$ cat src/rtl/perm_round_ctrl.sv
// perm_round_ctrl: round sequencer (IDLE/RUN/DONE) driving a p12/p6 permutation core.
// Optional macro PERM_P8_EN adds the p8 mode (rounds 4..11) on mode_i=2'b10.
module perm_round_ctrl (
    input  logic       clock_i,
    input  logic       reset_i,
    input  logic       start_i,
    input  logic [1:0] mode_i,
    input  logic       abort_i,
    output logic [3:0] round_o,
    output logic       select_o,
    output logic       enable_o,
    output logic       busy_o,
    output logic       done_o
);
    typedef enum logic [1:0] {
        IDLE = 2'd0,
        RUN  = 2'd1,
        DONE = 2'd2
    } state_t;

    localparam logic [3:0] LAST_ROUND = 4'd11;

    state_t     state_q, state_d;
    logic [3:0] round_q, round_d;
    logic       select_q, select_d;
    logic       enable_q, enable_d;
    logic       busy_q, busy_d;
    logic       done_q, done_d;

    // Every mode ends on round 11, so only the starting round depends on the mode.
    function automatic logic [3:0] first_round(input logic [1:0] mode);
        logic [3:0] r;
        r = 4'd0;
        case (mode)
            2'b01:   r = 4'd6;
`ifdef PERM_P8_EN
            2'b10:   r = 4'd4;
`endif
            default: r = 4'd0;
        endcase
        return r;
    endfunction

    always_ff @(posedge clock_i or negedge reset_i) begin
        if (!reset_i) begin
            state_q  <= IDLE;
            round_q  <= 4'd0;
            select_q <= 1'b0;
            enable_q <= 1'b0;
            busy_q   <= 1'b0;
            done_q   <= 1'b0;
        end else begin
            state_q  <= state_d;
            round_q  <= round_d;
            select_q <= select_d;
            enable_q <= enable_d;
            busy_q   <= busy_d;
            done_q   <= done_d;
        end
    end

    always_comb begin
        state_d  = state_q;
        round_d  = round_q;
        select_d = 1'b0;
        enable_d = 1'b0;
        busy_d   = 1'b0;
        done_d   = 1'b0;
        case (state_q)
            IDLE: begin
                if (start_i) begin
                    state_d  = RUN;
                    round_d  = first_round(mode_i);
                    enable_d = 1'b1;
                    busy_d   = 1'b1;
                end
            end
            RUN: begin
                // Abort outranks the final-round transition, so an aborted run never pulses done.
                if (abort_i) begin
                    state_d = IDLE;
                end else if (round_q == LAST_ROUND) begin
                    state_d = DONE;
                    busy_d  = 1'b1;
                    done_d  = 1'b1;
                end else begin
                    round_d  = round_q + 4'd1;
                    select_d = 1'b1;
                    enable_d = 1'b1;
                    busy_d   = 1'b1;
                end
            end
            DONE: begin
                state_d = IDLE;
            end
            default: begin
                state_d = IDLE;
            end
        endcase
    end

    assign round_o  = round_q;
    assign select_o = select_q;
    assign enable_o = enable_q;
    assign busy_o   = busy_q;
    assign done_o   = done_q;

endmodule

$ cat config.mk
export PLATFORM = sky130hd
export DESIGN_NAME = perm_round_ctrl
export DESIGN_NICKNAME = d
export VERILOG_FILES = /design/src/rtl/perm_round_ctrl.sv
export SDC_FILE = /design/constraint.sdc
export NUM_CORES = 1
export LEC_CHECK = 0
export BUFFER_PORTS_ARGS = -buffer_cell sky130_fd_sc_hd__buf_2
export CORE_AREA = 2 2 39 41
export CTS_CLUSTER_DIAMETER = 60
export DETAILED_ROUTE_END_ITERATION = 10
export DIE_AREA = 0 0 41 43
export GPL_TIMING_DRIVEN = 0
export PLACE_DENSITY_LB_ADDON = 0.15
export SYNTH_ARGS = -nofsm -noshare
export SYNTH_HDL_FRONTEND = slang
export SYNTH_SLANG_ARGS = --single-unit
$ cat constraint.sdc
create_clock -name clock_i -period 1.8 [get_ports clock_i]
set_input_delay 0.09 -clock clock_i [delete_from_list [all_inputs] [get_ports clock_i]]
set_output_delay 0.09 -clock clock_i [all_outputs]
set_load 0.02 [all_outputs]
---- Yosys cells after proc, flatten, opt, wreduce, memory -nomap -nowiden ----
Index checks and enable logic that the tools add are counted.
word-level totals
  register bits ........................... 10
  latch bits .............................. 0
  memory bits (writable) .................. 0
  bits in read-only memories .............. 0
  input bits .............................. 6
  output and inout port bits .............. 8
  logic and storage cells ................. 37
  memories ................................ 0
operators by class
  $add $sub $neg .......................... 1
  multiply operators ...................... 0
  divide/modulo/power cells ............... 0
  order comparisons ....................... 0
  eq/ne operators ......................... 7
  shifts and indexed selects .............. 0
  mux-type cells .......................... 19
  bitwise logic cells ..................... 0
  reductions and logical operators ........ 4
operators with widths
  cell                                                                   count
  4-bit 2-to-1 mux                                                       3
  1-bit 2-to-1 mux                                                       8
  4-bit case mux with 2 select lines                                     1
  2-bit 2-to-1 mux                                                       3
  2-bit inequality test, second input constant                           3
  4-bit by 1-bit adder with 4-bit output, second input constant          1
  2-bit by 1-bit equality test with 1-bit output, second input constant  2
  4-bit equality test, second input constant                             1
  1-bit case mux with 2 select lines                                     2
  2-bit case mux with 2 select lines                                     1
  4-bit AND reduction                                                    1
  3-bit 2-to-1 mux                                                       1
  3-bit inequality test, second input constant                           1
  2-bit zero test                                                        1
  2-bit AND reduction                                                    1
  2-bit nonzero test                                                     1

---- Longest topological paths before layout ----
Gate-level depths: netlist (run 1).
  depth after elaboration ................. 4
  gate-level depth with buffers ........... 4

---- Worst setup path before layout (run 1) ----
No wires, ideal clock.
  path kind ............................... reg2reg
  start point ............................. reg round_q[0], in the netlist round_o[0]
  end point ............................... reg round_q[1], in the netlist round_o[1]
  library setup time ...................... 125 ps
  arrival time ............................ 1448 ps
  data required time ...................... 1675 ps
  setup slack ............................. 227 ps
  cell stages (with the launch flop) ...... 5
  period minus slack after synthesis ...... 1573 ps
  cell sequence ........................... dfrtp_1 > ha_1 > nand3b_4 > a22o_2 > mux2_4
between the ends
  cells in the longest elaborated chain, start to end .. 4
  elaborated cells on any way between the ends .. 7
  classes of those cells .................. 1 x add/sub; 2 x eq/ne; 3 x mux; 1 x reduce/logical
RTL lines
  element                                 line  RTL
  start: declaration                      24    logic [3:0] round_q, round_d;
  start signal: assignment                54    round_q <= round_d;
  4-bit by 1-bit adder with 4-bit output  87    round_d = round_q + 4'd1;
  4-bit 2-to-1 mux                        82    end else if (round_q == LAST_ROUND) begin
  4-bit 2-to-1 mux                        80    if (abort_i) begin
  4-bit case mux with 2 select lines      69    case (state_q)
Parallel ways exist; a longest one is shown, timed or not. The select of a mux whose other input is x is not followed.
A chain may end at the register's enable or synchronous reset.

---- Final worst setup path (run 1) ----
Ends and elaborated chain as after synthesis.

==> results_dict.tcl, run 1 <==
set metrics [dict create \
    nFillCells 145 \
    vias 360 \
    syn_nets 44 \
    n_antenna_cell 0 \
    start_util_pct 34.63 \
    post-cts-setup-buffers 0 \
    io_pins 14 \
    grt.overflow.total 0 \
    final_common_cell "buf_2" \
    die-width_um 41 \
    worstPathRequired_ns 1.95 \
    rows 14 \
    drt_iter0_markers 5 \
    max_slew_margin_pct 81.02 \
    cts_max_level 1 \
    wirelength_um 919 \
    tns_ns 0 \
    final_area_um2 610.6 \
    syn-cell-area_um2 479.2 \
    cts_tree "yes" \
    hpwl_um 731.8 \
    period_share_pct 87.25 \
    power_frac_seq_pct 39.9 \
    drc 0 \
    max_cap_violations 0 \
    rsz0062_at_grt "no" \
    comb_power_share_pct 36.3 \
    syn_to_final_growth_pct 27.42 \
    slew_viol_final 0 \
    cellPowerDensity_nw_per_um2 1391 \
    yosys-top-cells-area "dfrtp_1 52%, mux2i_1 6.3%, mux2_4 6.3%" \
    max_freq_mhz 636.7 \
    drt-pass1-iter-count 4 \
    grt.busiest_layer "met2" \
    place_ws_ns 0.2550 \
    ys_ff_latch 10 \
    setup.worst_path.start_class "flop" \
    syn_inst 37 \
    worst_pin_slew_ns 0.2834 \
    die_y_um 43 \
    hold_class "in -> reg" \
    synth_top_area_share_pct 52.22 \
    grt_pass1_wl_um 1538 \
    clk_pin_slew_ns 0.07 \
    period_minus_slack_ns 1.571 \
    synth_top_area_cell "dfrtp_1" \
    path_max_fanout 5 \
    internal_power_uw 547.1 \
    nNetsFinal 63 \
    hold_viol_final 0 \
    final_util_pct 44.12 \
    ys_seq_area_share_pct 52.22 \
    setup-violations-final 0 \
    gp_congestion 0.7348 \
    power.leakage_uw 0.0003351 \
    p_switching_uw 302.3 \
    yosys_warnings 0 \
    wl_per_cell_um 12.94 \
    place_area_um2 564.3 \
    critPathKind "reg -> reg" \
    track_usage_pct 13.50 \
    final_cell_mix "13 x buf_2, 10 x dfrtp_1, 3 x nor3_1, 3 x mux2i_1, 3 x clkbuf_4" \
    cts_sinks 10 \
    antenna_left 0 \
    vias_per_cell 5.070 \
    root_buffer "clkbuf_4" \
    ir_drop_uv 613.5 \
    ys_types 20 \
    cp_data_arrival_time_ns 1.72 \
    port_buffers 13 \
    cp-end-kind "flop" \
    status "finished, final reports clean" \
    p_sw_share_pct 35.59 \
    antenna_found_initial 0 \
    fin_ws_ns 0.2295 \
    use_met3_pct 4.712 \
    ctsLongestPathBuffers 2 \
    clkPwrFrac_pct 23.7 \
    clock_latency_ns 0.26 \
    drive_gt1_share_pct 43.64 \
    gr-usage-met1_pct 16.33 \
    die_area_um2 1763 \
    met2_usage_pct 19.69 \
    fin_skew_ns 0.003687 \
    stdcell_count 71 \
    grt_max_degree 11 \
    coreArea_um2 1384 \
    synth_area_per_cell_um2 12.95 \
    numCtsBuffers 3 \
    dp.cells 66 \
    first_global_vias 364 \
]
==> power groups by stage <==
stage | Combinational, uW | Clock, uW | Sequential [uW]
final | 309 | 202 | 339
after global routing | 336 | 215 | 348
after CTS | 313 | 208 | 338
after detailed placement | 311 | 0 | 343
after global placement | 303 | 0 | 338
after floorplan | 166 | 0 | 392
==> state kept, by name (all words and copies together), names as in the netlist <==
| register | count |
|---|---|
| round_o | 4 |
| state_q | 2 |
| busy_o | 1 |
| done_o | 1 |
| enable_o | 1 |
| select_o | 1 |
==> critical path, cell delays in order, from the launching register on <==
cell and delay (ns):
dfrtp_1 0.44, ha_1 0.29, nand3b_4 0.12, a22o_2 0.30
mux2_4 0.31
==> cell families (layout without fill, tap and decap cells) <==
kind of cell | Yosys count | in the layout | share of synthesized area, %
muxes | 5 | 5 | 12.53
and+or+nand+nor | 11 | 11 | 15.67
AOI/OAI and AO/OA | 7 | 7 | 13.05
DFF | 10 | 10 | 52.22
buffers and inverters | 3 | 21 | 3.917
adders and majority gates | 1 | 1 | 2.611
==> per-layer routing <==
metal / routed length (um) / share of wire, %
met2: 459 / 50
met4: 21 / 2.3
met3: 62 / 6.7
met1: 376 / 41
met5: 0 / 0
==> final cells by class <==
class	instances	area, um2	area share (%)
buffer	1	11.26	1.844
timing repair buffer	14	75.07	12.30
inverter	2	7.507	1.230
tap	16	20.02	3.279
sequential	10	250.2	40.98
multi-input combinational	24	210.2	34.43
clock buffer	4	36.28	5.943
==> what timing repair did <==
| item | 4_1_cts | 5_1_grt |
|---|---|---|
| endpoints found under the hold margin | 10 | 0 |
| resized for setup | 0 | 0 |
| hold buffers | 1 | 0 |
==> worst paths after layout <==
| kind | from | endpoint | slack, ns | depth (start not counted) |
|---|---|---|---|---|
| min in group asynchronous | reset_i | enable_o | 0.21 | 2 |
| worst min-delay path | abort_i | state_q[1] | 0.05 | 2 |
| worst max-delay path | round_o[0] | round_o[1] | 0.23 | 4 |
| max in group asynchronous | reset_i | done_o | 1.40 | 2 |
| worst max register to register | round_o[0] | round_o[1] | 0.23 | 4 |
| worst min register to register | state_q[1] | busy_o | 0.49 | 1 |
==> synth_stat cells <==
cell type,count
buf_6,1
a31oi_1,1
a22o_2,1
mux2_4,2
nor2_1,2
nor3_1,3
a22o_1,1
a31o_1,1
a21oi_1,1
nand2b_1,1
inv_1,2
dfrtp_1,10
a41oi_1,1
nor3b_2,1
a221oi_2,1
mux2i_1,3
nand3b_4,1
nor2b_1,1
ha_1,1
nand2_1,2
==> metrics by stage <==
| step | power [uW] | hold WS [ns] |
|---|---|---|
| 5_1_grt | 898.8 | 0.05395 |
| 3_5_place_dp | 654.1 | -0.04061 |
| 2_1_floorplan | 558.6 | -0.2056 |
| 3_3_place_gp | 640.5 | -0.04424 |
| 6_report | 849.4 | 0.04881 |
| 4_1_cts | 859.5 | 0.04164 |
Note: power is estimated with default switching activity, not from simulation.
==> inputs of run 2 (changes only) <==
--- a/config.mk
+++ b/config.mk
@@ -5,7 +5,7 @@
 export SDC_FILE = /design/constraint.sdc
 export NUM_CORES = 1
 export LEC_CHECK = 0
-export BUFFER_PORTS_ARGS = -buffer_cell sky130_fd_sc_hd__buf_2
+export BUFFER_PORTS_ARGS = -buffer_cell sky130_fd_sc_hd__buf_4
 export CORE_AREA = 2 2 39 41
 export CTS_CLUSTER_DIAMETER = 60
 export DETAILED_ROUTE_END_ITERATION = 10
==> results_dict.tcl, run 2 (synthesis results as in run 1) <==
set metrics [dict create \
    status "finished, final reports clean" \
    worst_pin_slew_ns 0.2938 \
    die_area_um2 1763 \
    coreArea_um2 1384 \
    r2r-end "round_o[1]" \
    hold_class "in -> reg" \
    max_stage_delay_ns 0.44 \
    drt_iter0_markers 9 \
    critPathKind "reg -> reg" \
    hold_viol_final 0 \
    r2r-start "round_o[0]" \
    grt_max_degree 11 \
    path_max_fanout 5 \
    numCtsBuffers 3 \
    rr_worst_depth 4 \
    n_antenna_cell 0 \
    hold_end "state_q[1]" \
    hp-start "abort_i" \
    antenna_left 0 \
    tns_ns 0 \
    ir_drop_uv 675.9 \
    nNetsFinal 63 \
    cts_max_level 1 \
    rsz0062_at_grt "no" \
    power.leakage_uw 0.0003432 \
    root_buffer "clkbuf_4" \
    period_minus_slack_ns 1.572 \
    fin_ws_ns 0.2278 \
    drt-pass1-iter-count 4 \
    syn_to_final_growth_pct 34.20 \
    slew_viol_final 0 \
    path_cells "ha_1 > nand3b_4 > a22o_2 > mux2_4" \
    max_slew_margin_pct 80.33 \
    ctsLongestPathBuffers 2 \
    cp-end-kind "flop" \
    worstPathRequired_ns 1.95 \
    io_pins 14 \
    grt.overflow.total 0 \
    port_buffers 13 \
    postCtsResizedCells 0 \
    vias_per_cell 5.254 \
    place_area_um2 596.8 \
    final_common_cell "buf_4" \
    drc 0 \
    final_area_um2 643.1 \
    grt_pass1_wl_um 1511 \
    max_cap_violations 0 \
    start_util_pct 34.63 \
    first_global_vias 332 \
    vias 373 \
    nFillCells 132 \
    largest_reg_flops 4 \
    gp_congestion 0.7728 \
    drive_gt1_share_pct 43.64 \
    cp_data_arrival_time_ns 1.73 \
    setup.worst_path.start_class "flop" \
    max_freq_mhz 636.0 \
    rows 14 \
    post-cts-setup-buffers 0 \
    die_y_um 43 \
    die-width_um 41 \
    worstHoldPathCells 2 \
    final_util_pct 46.47 \
    cts_sinks 10 \
    whs_ns 0.01328 \
    wl_per_cell_um 13.69 \
    fin_skew_ns 0.0004778 \
    track_usage_pct 13.48 \
    clk_pin_slew_ns 0.07 \
    cts_tree "yes" \
    slowest_stage "dfrtp_1" \
    place_ws_ns 0.2403 \
    wirelength_um 972 \
    setup-violations-final 0 \
    hpwl_um 746.9 \
    cellPowerDensity_nw_per_um2 1383 \
    antenna_found_initial 0 \
    final_cell_mix "13 x buf_4, 10 x dfrtp_1, 3 x nor3_1, 3 x mux2i_1, 3 x clkbuf_4" \
    period_share_pct 87.35 \
    ctsHoldBuffers 1 \
    reg2reg_slack_ns 0.23 \
    clock_latency_ns 0.26 \
]
[run 2: cell counts in the layout (fill, tap and decap cells not counted)]
No cell type changed its count.
[run 2: worst max-delay path by stage]
stage,slack (ns),to,from,depth (start not counted)
3_5_place_dp,0.24,round_o[1],round_o[0],4
6_report,0.23,round_o[1],round_o[0],4
4_1_cts,0.22,round_o[1],round_o[0],4
3_3_place_gp,0.27,round_o[1],round_o[0],4
2_1_floorplan,0.23,round_o[1],round_o[0],4
5_1_grt,0.16,round_o[1],round_o[0],4
[run 2: final cells by class]
| type | count | area [um2] | share of cell area (%) |
|---|---|---|---|
| sequential | 10 | 250.2 | 38.91 |
| buffer | 1 | 11.26 | 1.751 |
| multi-input combinational | 24 | 210.2 | 32.68 |
| clock buffer | 4 | 36.28 | 5.642 |
| timing repair buffer | 14 | 107.6 | 16.73 |
| inverter | 2 | 7.507 | 1.167 |
| tap | 16 | 20.02 | 3.113 |
[run 2: layer usage]
layer	vias up	track usage, %	share of wire, %
met2	19	19.06	52
met5	-	0	0
li1	174	-	-
met1	178	16.89	40
met4	0	8.000	0.82
met3	2	4.712	7.5
[run 2: report_power, final]
group          internal [uW]  switching (uW)  leakage (uW)  total, uW
clock                    123            81.9     0.0000210        205
combinational            178             162      0.000195        340
sequential               276            69.1      0.000127        345
total                    576             313      0.000343        890
[run 2: critical path: cells and delay by family (launching register included)]
kind                     cells  cell delay (ns)
AO/OA/AOI/OAI                1             0.31
AND/OR/NAND/NOR              1             0.12
adder cells (fa/ha/maj)      1             0.29
flip-flops                   1             0.44
multiplexers                 1             0.31
[run 2: per-stage QoR]
step / power, uW / std cells
CTS: 899.9 / 71
floorplan: 558.6 / 37
finish: 889.7 / 71
global route: 936.3 / 71
detailed placement: 688.8 / 66
global placement: 672.2 / 66
